## src/rtl/mc_ctrl_pkg.sv

```systemverilog
// Shared types for the multi-cycle sequencer.
// State encodings and PC source select codes.
package mc_ctrl_pkg;

    typedef enum logic [2:0] {
        ST_FETCH  = 3'd0,
        ST_DECODE = 3'd1,
        ST_EXEC   = 3'd2,
        ST_MEM    = 3'd3,
        ST_WB     = 3'd4,
        ST_TRAP   = 3'd5,
        ST_ERROR  = 3'd7
    } state_t;

    localparam logic [1:0] PCP4  = 2'd0;
    localparam logic [1:0] BR    = 2'd1;
    localparam logic [1:0] JMP   = 2'd2;
    localparam logic [1:0] ENTRY = 2'd3;

endpackage

```

## src/rtl/multicycle_ctrl_mem_wait_timer.sv

```systemverilog
// Memory wait timer: counts stalled cycles of one access.
// Ports: clk, rst, clr (restart), en (stalled cycle), timeout.
module mem_wait_timer #(
    parameter int TIMEOUT = 16
) (
    input  logic clk,
    input  logic rst,
    input  logic clr,
    input  logic en,
    output logic timeout
);

    localparam int W = $clog2(TIMEOUT + 1);

    logic [W-1:0] count;

    // Fires on the TIMEOUT-th consecutive stalled cycle.
    assign timeout = en && (count == W'(TIMEOUT - 1));

    always_ff @(posedge clk) begin
        if (rst || clr)
            count <= '0;
        else if (en && !timeout)
            count <= count + 1'b1;
    end

endmodule

```

## src/rtl/multicycle_ctrl.sv

```systemverilog
// Multi-cycle sequencer: FETCH/DECODE/EXEC/MEM/WB/TRAP/ERROR.
// Ports: decode flags, mem_ready, int_req in; strobes, state, counters out.
module multicycle_ctrl
    import mc_ctrl_pkg::*;
#(
    parameter int TIMEOUT = 16,
    parameter int CNT_W   = 32
) (
    input  logic             clk,
    input  logic             rst,
    input  logic             isStype,
    input  logic             isRtype,
    input  logic             isItype,
    input  logic             isLw,
    input  logic             isjump,
    input  logic             isbranch,
    input  logic             mem_ready,
    input  logic             int_req,
    output logic             ir_we,
    output logic             pc_we,
    output logic [1:0]       pc_src,
    output logic             rf_we,
    output logic             mem_re,
    output logic             mem_we,
    output logic             mem_addr_sel,
    output logic             int_ack,
    output logic             err,
    output logic [2:0]       state,
    output logic [CNT_W-1:0] instret,
    output logic [CNT_W-1:0] cycles
);

    state_t st, nxt;
    logic   retire;
    logic   waiting;
    logic   tmo;

    assign state   = st;
    assign waiting = (st == ST_FETCH || st == ST_MEM) && !mem_ready;

    // Any non-stalled cycle restarts the count, so each
    // FETCH/MEM entry begins from zero.
    mem_wait_timer #(.TIMEOUT(TIMEOUT)) u_timer (
        .clk     (clk),
        .rst     (rst),
        .clr     (!waiting),
        .en      (waiting),
        .timeout (tmo)
    );

    always_comb begin
        nxt          = st;
        ir_we        = 1'b0;
        pc_we        = 1'b0;
        pc_src       = PCP4;
        rf_we        = 1'b0;
        mem_re       = 1'b0;
        mem_we       = 1'b0;
        mem_addr_sel = 1'b0;
        int_ack      = 1'b0;
        retire       = 1'b0;
        unique case (st)
            ST_FETCH: begin
                mem_re = 1'b1;
                if (mem_ready) begin
                    ir_we = 1'b1;
                    nxt   = ST_DECODE;
                end else if (tmo) begin
                    nxt = ST_ERROR;
                end
            end
            ST_DECODE: nxt = int_req ? ST_TRAP : ST_EXEC;
            ST_EXEC: begin
                if (isjump) begin
                    rf_we  = 1'b1;
                    pc_we  = 1'b1;
                    pc_src = JMP;
                    retire = 1'b1;
                    nxt    = ST_FETCH;
                end else if (isbranch) begin
                    pc_we  = 1'b1;
                    pc_src = BR;
                    retire = 1'b1;
                    nxt    = ST_FETCH;
                end else if (isLw || isStype) begin
                    nxt = ST_MEM;
                end else if (isRtype || isItype) begin
                    nxt = ST_WB;
                end else begin
                    nxt = ST_ERROR;
                end
            end
            ST_MEM: begin
                mem_addr_sel = 1'b1;
                mem_re       = isLw;
                // Load outranks store if both flags are set.
                mem_we       = isStype && !isLw;
                if (mem_ready) begin
                    if (isLw) begin
                        nxt = ST_WB;
                    end else begin
                        pc_we  = 1'b1;
                        retire = 1'b1;
                        nxt    = ST_FETCH;
                    end
                end else if (tmo) begin
                    nxt = ST_ERROR;
                end
            end
            ST_WB: begin
                rf_we  = 1'b1;
                pc_we  = 1'b1;
                retire = 1'b1;
                nxt    = ST_FETCH;
            end
            ST_TRAP: begin
                pc_we   = 1'b1;
                pc_src  = ENTRY;
                int_ack = 1'b1;
                nxt     = ST_FETCH;
            end
            ST_ERROR: nxt = ST_ERROR;
            default:  nxt = ST_ERROR;
        endcase
        if (rst) begin
            ir_we        = 1'b0;
            pc_we        = 1'b0;
            pc_src       = PCP4;
            rf_we        = 1'b0;
            mem_re       = 1'b0;
            mem_we       = 1'b0;
            mem_addr_sel = 1'b0;
            int_ack      = 1'b0;
            retire       = 1'b0;
        end
    end

    always_ff @(posedge clk) begin
        if (rst) begin
            st      <= ST_FETCH;
            err     <= 1'b0;
            instret <= '0;
            cycles  <= '0;
        end else begin
            st     <= nxt;
            err    <= err || (nxt == ST_ERROR);
            cycles <= cycles + 1'b1;
            if (retire)
                instret <= instret + 1'b1;
        end
    end

endmodule

```

## config.mk

```make
export PLATFORM = sky130hd
export DESIGN_NAME = multicycle_ctrl
export DESIGN_NICKNAME = d
export VERILOG_FILES = /design/src/rtl/mc_ctrl_pkg.sv /design/src/rtl/multicycle_ctrl_mem_wait_timer.sv /design/src/rtl/multicycle_ctrl.sv
export SDC_FILE = /design/constraint.sdc
export NUM_CORES = 1
export LEC_CHECK = 0
export ABC_AREA = 1
export CAP_MARGIN = 30
export CELL_PAD_IN_SITES_DETAIL_PLACEMENT = 0
export CELL_PAD_IN_SITES_GLOBAL_PLACEMENT = 1
export CORE_MARGIN = 2
export CORE_UTILIZATION = 39
export CTS_CLUSTER_DIAMETER = 40
export DETAILED_ROUTE_END_ITERATION = 10
export DONT_BUFFER_PORTS = 1
export PLACE_DENSITY_LB_ADDON = 0.12
export SYNTH_ARGS = -nofsm -noshare
export SYNTH_HDL_FRONTEND = slang
export SYNTH_SLANG_ARGS = --single-unit
```

## constraint.sdc

```tcl
create_clock -name clk -period 1.5 [get_ports clk]
set_input_delay 0.15 -clock clk [delete_from_list [all_inputs] [get_ports clk]]
set_output_delay 0.15 -clock clk [all_outputs]
set_load 0.05 [all_outputs]
```

[After elaboration in Yosys (flattened, before gate mapping)]
Cells that the tools add are included.
Storage, ports and cells
  input port bits: 10
  flip-flop bits (word level): 73
Cells by class
  eq/ne operators: 7
  reduce and logical (&&, ||, !) cells: 15
  $add $sub $neg: 3
  mux-type cells: 36
Operator list (count)
  $add A32 B1 Y32 const B: 2
  $mux W3: 8
  $mux W1: 19
  $pmux W3 S5: 1
  $eq A3 B3 Y1 const B: 3
  $eq A3 B2 Y1 const B: 2
  $mux W2: 3
  $pmux W1 S3: 2
  $add A5 B1 Y5 const B: 1
  $eq A5 B4 Y1 const B: 1
  $logic_or A1 B1 Y1: 5
  $logic_and A1 B1 Y1: 4
  $logic_not A1 Y1: 4
  $pmux W1 S2: 2
  $pmux W2 S2: 1
  $eq A3 B1 Y1 const B: 1
  $logic_not A3 Y1: 1
  $reduce_or A2 Y1: 1

[Longest topological paths before layout]
  depth in word-level cells: 9
  gate-level depth with buffers: 10
  mapped depth without buffers: 10

[Modules after synthesis]
A second synthesis with hierarchy kept.
Second synthesis, totals
  cell total of the unflattened synthesis: 691
  area total of the unflattened synthesis: 4364.2 um^2
Modules (own cells, without submodules)
  multicycle_ctrl: cells an instance 653, area an instance 4080.2 um^2, sequential area each 1361.3 um^2, times used 1
  mem_wait_timer: cells an instance 38, area an instance 284.0 um^2, sequential area each 100.1 um^2, times used 1

[Worst setup path after synthesis]
No wires, ideal clock.
  path type: register to output
  start point: register st[1], in the netlist state[1]
  end point: output mem_we
  arrival time: 2847 ps
  cell stages (with the launch flop): 5
  path slack: -1497 ps
  cell sequence: dfxtp_1 nand3_1 nor2_1 inv_1 nor3_1
Between the ends
  cells in the longest elaborated chain, start to end: 3
RTL lines
  start: declaration: RTL line multicycle_ctrl.sv:33  | state_t st, nxt;
  start signal: assignment: RTL line multicycle_ctrl.sv:145  | st <= nxt;
  $eq A3 B2 Y1: RTL line multicycle_ctrl.sv:62  | unique case (st)
  $mux W1: RTL line multicycle_ctrl.sv:62
  $mux W1: RTL line multicycle_ctrl.sv:125  | if (rst) begin
  end: declaration: RTL line multicycle_ctrl.sv:24  | output logic mem_we,
Every way passes these cells.

[Worst setup path after layout]
  start point: register st[1], in the netlist state[1]
  end point: output pc_src[0]
Between the ends
  cells in the longest elaborated chain, start to end: 3
  elaborated cells on any way between the ends: 4
  classes of those cells: eq/ne (2); mux (2)
RTL lines
  $eq A3 B3 Y1 / $eq A3 B2 Y1 (equally long branches): RTL line multicycle_ctrl.sv:62
  $pmux W2 S2 (*): RTL line multicycle_ctrl.sv:62
  $mux W2 (*): RTL line multicycle_ctrl.sv:125
  end: declaration: RTL line multicycle_ctrl.sv:21  | output logic [1:0] pc_src,
Mark *: on every way between the ends. The rest lies on a longest branch, timed or not.

==> flow_summary.json <==
{
  "dpl-instance-area_mm2": 0.00544,
  "synth_area_per_cell_um2": 6.11,
  "period_share": 1.08,
  "finalSetupViolCount": 8,
  "htree_num_levels": 3,
  "die_w_um": 109,
  "cts.sinks": 73,
  "path_class": "register to output pin",
  "finalPower_mw": 4.87,
  "grt_setup_unrepaired": "yes",
  "synth_fa_ha_area_frac": 0.0116,
  "finClkSkew_ps": 6.72,
  "clk_path_buf_depth": 2,
  "port_buffers": 0,
  "slew_viol_final": 0,
  "timing.fmax_mhz": 618,
  "grt_max_degree": 63,
  "synth_top_family_by_area": "simple AND/OR/NAND/NOR gates",
  "drcViolationCount": 0,
  "synth_mux_area_frac": 0,
  "antenna_found_initial": 0,
  "clkPwrFrac": 0.422,
  "ctsHoldBuffers": 3,
  "routed_via_density": 4.95,
  "post-route-cell-area_mm2": 0.00616,
  "leakage_nw": 2.37,
  "setup_ws_ps": -117,
  "num_io_pins": 87,
  "drive_gt1_frac": 0.321,
  "crit_arrival_ps": 1470,
  "fillers": 1061,
  "maxCapViolations": 0,
  "via_count": 4820,
  "power_frac_seq": 0.413,
  "crit_fanout": 4,
  "gr-usage-all-layers": 0.232,
  "drtIter0Drc": 286,
  "power_density_mw_per_mm2": 791,
  "cts_tree": "yes",
  "clk_pin_slew_ps": 80,
  "drtAntennaViolNets": 0,
  "gp_congestion": 0.908,
  "hold_viol": 51,
  "tns_ps": -451,
  "cp-end-kind": "output pin",
  "tightest_slew_ps": 531,
  "synth_area_mm2": 0.00433,
  "rows": 38,
  "area_growth_pct": 42.3,
  "yosysSeqAreaShare": 0.338,
  "violations": "negative hold slack, negative setup slack",
  "switchingPower_mw": 1.33,
  "hpwl_um": 10300,
  "required_ps": 1350,
  "grt_pass1_vias": 4466,
  "combPwrFrac": 0.165,
  "final_cells": 973,
  "min_period_ps": 1620,
  "synth_xor_area_frac": 0.0384,
  "wl_um": 14000,
  "synth_cell_types": 34,
  "ir_worst_vdd_v": 0.000480,
  "yosysWarnings": 0,
  "grt_pass1_wl_um": 21500,
  "regArea_mm2": 0.00156,
  "multi_input_area_mm2": 0.00279,
  "syn_inst": 708,
  "cp-start-kind": "register",
  "final_util": 0.568,
  "cts_buffers": 9,
  "first_pass_iters": 5,
  "num-nets-final": 842,
  "synth_fp_nets": 722,
  "grt.overflow.total": 0,
  "intPower_mw": 3.54,
  "ys_ff_latch": 73,
  "root_buffer": "clkbuf_8",
  "clock_latency_ps": 360,
  "timing.hold.ws_ps": -141,
  "die_area_mm2": 0.0120,
  "core_area_mm2": 0.0108,
  "synth_compound_area_frac": 0.0905,
  "start_util": 0.399,
  "die_h_um": 109,
  "yosys.area_share.simple": 0.434,
  "placedCellCount": 935,
  "swShare": 0.273,
  "antenna_cells": 0,
  "status": "complete, but fails checks",
  "avgRoutedWirePerCell_um": 14.4,
  "relSlewSlack": 0.645,
  "min_path_type": "input pin to register"
}
## per-layer routing
| layer | global-route usage | part of all wire |
|---|---|---|
| met1 | 0.306 | 0.47 |
| met2 | 0.379 | 0.45 |
| met3 | 0.0474 | 0.061 |
| met4 | 0.0759 | 0.016 |
| met5 | 0 | 0 |
## synthesized netlist by cell type
| cell type | count | area share |
|---|---|---|
| nand2_1 | 247 | 0.21 |
| nor2_1 | 116 | 0.10 |
| inv_1 | 78 | 0.068 |
| dfxtp_1 | 73 | 0.34 |
| a21oi_1 | 54 | 0.062 |
| nand3_1 | 35 | 0.040 |
| o21ai_0 | 14 | 0.016 |
| xor2_1 | 14 | 0.028 |
| nor3_1 | 13 | 0.015 |
| nor2_2 | 8 | 0.012 |
| clkbuf_1 | 6 | 0.0052 |
| nand4_1 | 6 | 0.0087 |
| nor2_4 | 5 | 0.013 |
| xnor2_1 | 5 | 0.010 |
| ha_1 | 4 | 0.012 |
| nand3_2 | 4 | 0.0092 |
| nand3b_1 | 4 | 0.0069 |
| buf_6 | 3 | 0.0078 |
| a31oi_1 | 2 | 0.0029 |
| buf_4 | 2 | 0.0035 |
| nand2_2 | 2 | 0.0029 |
| a211oi_1 | 1 | 0.0017 |
| and2_1 | 1 | 0.0014 |
| buf_1 | 1 | 0.00087 |
| buf_2 | 1 | 0.0012 |
| inv_2 | 1 | 0.00087 |
| inv_4 | 1 | 0.0014 |
| nand2_4 | 1 | 0.0026 |
| nand3_4 | 1 | 0.0040 |
| nor3b_2 | 1 | 0.0029 |
| o21a_1 | 1 | 0.0017 |
| o21ai_2 | 1 | 0.0020 |
| o22ai_1 | 1 | 0.0014 |
| o41ai_1 | 1 | 0.0020 |
## critical path, cell delays in order, from the launching register on
cell and delay (ps):
dfxtp_4 370, inv_4 80, nand2_4 60, nor2_4 90, inv_2 60, nor2_4 130
inv_4 60, o41ai_4 50, buf_6 200
## per-stage QoR
| step | setup slack, ps | hold WS, ps |
|---|---|---|
| 2_1_floorplan | -161 | 359 |
| 3_3_place_gp | 43.2 | 219 |
| 3_5_place_dp | 25.9 | 221 |
| 4_1_cts | -123 | -172 |
| 5_1_grt | -181 | -173 |
| 6_report | -117 | -141 |
## cell families after synthesis
family | after synthesis
AO/OA/AOI/OAI | 75
XOR/XNOR | 19
adder cells (fa/ha/maj) | 4
buffers and inverters | 93
flip-flops | 73
AND/OR/NAND/NOR | 444
## state kept, by name (all words and copies together), names as in the netlist
signal and flops:
u_timer.count 5, instret 32, state 3, cycles 32
err 1
## repair_timing
item / 4_1_cts / 5_1_grt
endpoints found under the hold margin: 55 / 52
buffers inserted: 5 / 12
endpoints found under the setup margin: 8 / 58
pin swaps: 4 / 16
cloned: 0 / 2
resized for setup: 15 / 63
## final timing paths
path / from / end / slack [ps] / depth (start not counted)
hold / removal: rst / cycles[9]$_SDFF_PP0_ / -140 / 1
setup reg to reg: state[0]$_SDFF_PP0_ / err$_SDFF_PP0_ / 70 / 10
hold reg to reg: u_timer.count[3]$_SDFFE_PP0P_ / u_timer.count[3]$_SDFFE_PP0P_ / 490 / 2
setup / recovery: state[1]$_SDFF_PP0_ / pc_src[0] / -120 / 8
## cells in the final DEF (no fill, tap or decap), types with 10 or more instances in the layout
cell type,n
nand2_1,236
buf_4,104
nor2_1,94
inv_1,72
a21oi_1,49
dfxtp_2,36
nand3_1,33
nor2_2,23
dfxtp_1,23
xor2_1,14
dfxtp_4,14
nor2_4,12
o21ai_0,12
nand2_2,10
## power by group through the flow
stage	registers [mW]	logic [mW]	clock network, mW
floorplan	2.13	0.387	0
global placement	2.05	0.605	0
detailed placement	2.06	0.608	0
CTS	2.02	0.662	2.11
global route	2.02	0.861	2.19
finish	2.01	0.804	2.06
## final cells by class
| cell class | instances | share of cell area |
|---|---|---|
| Tap cell | 140 | 0.0284 |
| Sequential cell | 73 | 0.253 |
| Clock inverter | 6 | 0.0211 |
| Inverter | 80 | 0.0520 |
| Timing Repair inverter | 1 | 0.00183 |
| Timing Repair Buffer | 121 | 0.171 |
| Multi-Input combinational cell | 542 | 0.452 |
| Clock buffer | 10 | 0.0207 |
Note: power is estimated with default switching activity, not from simulation.
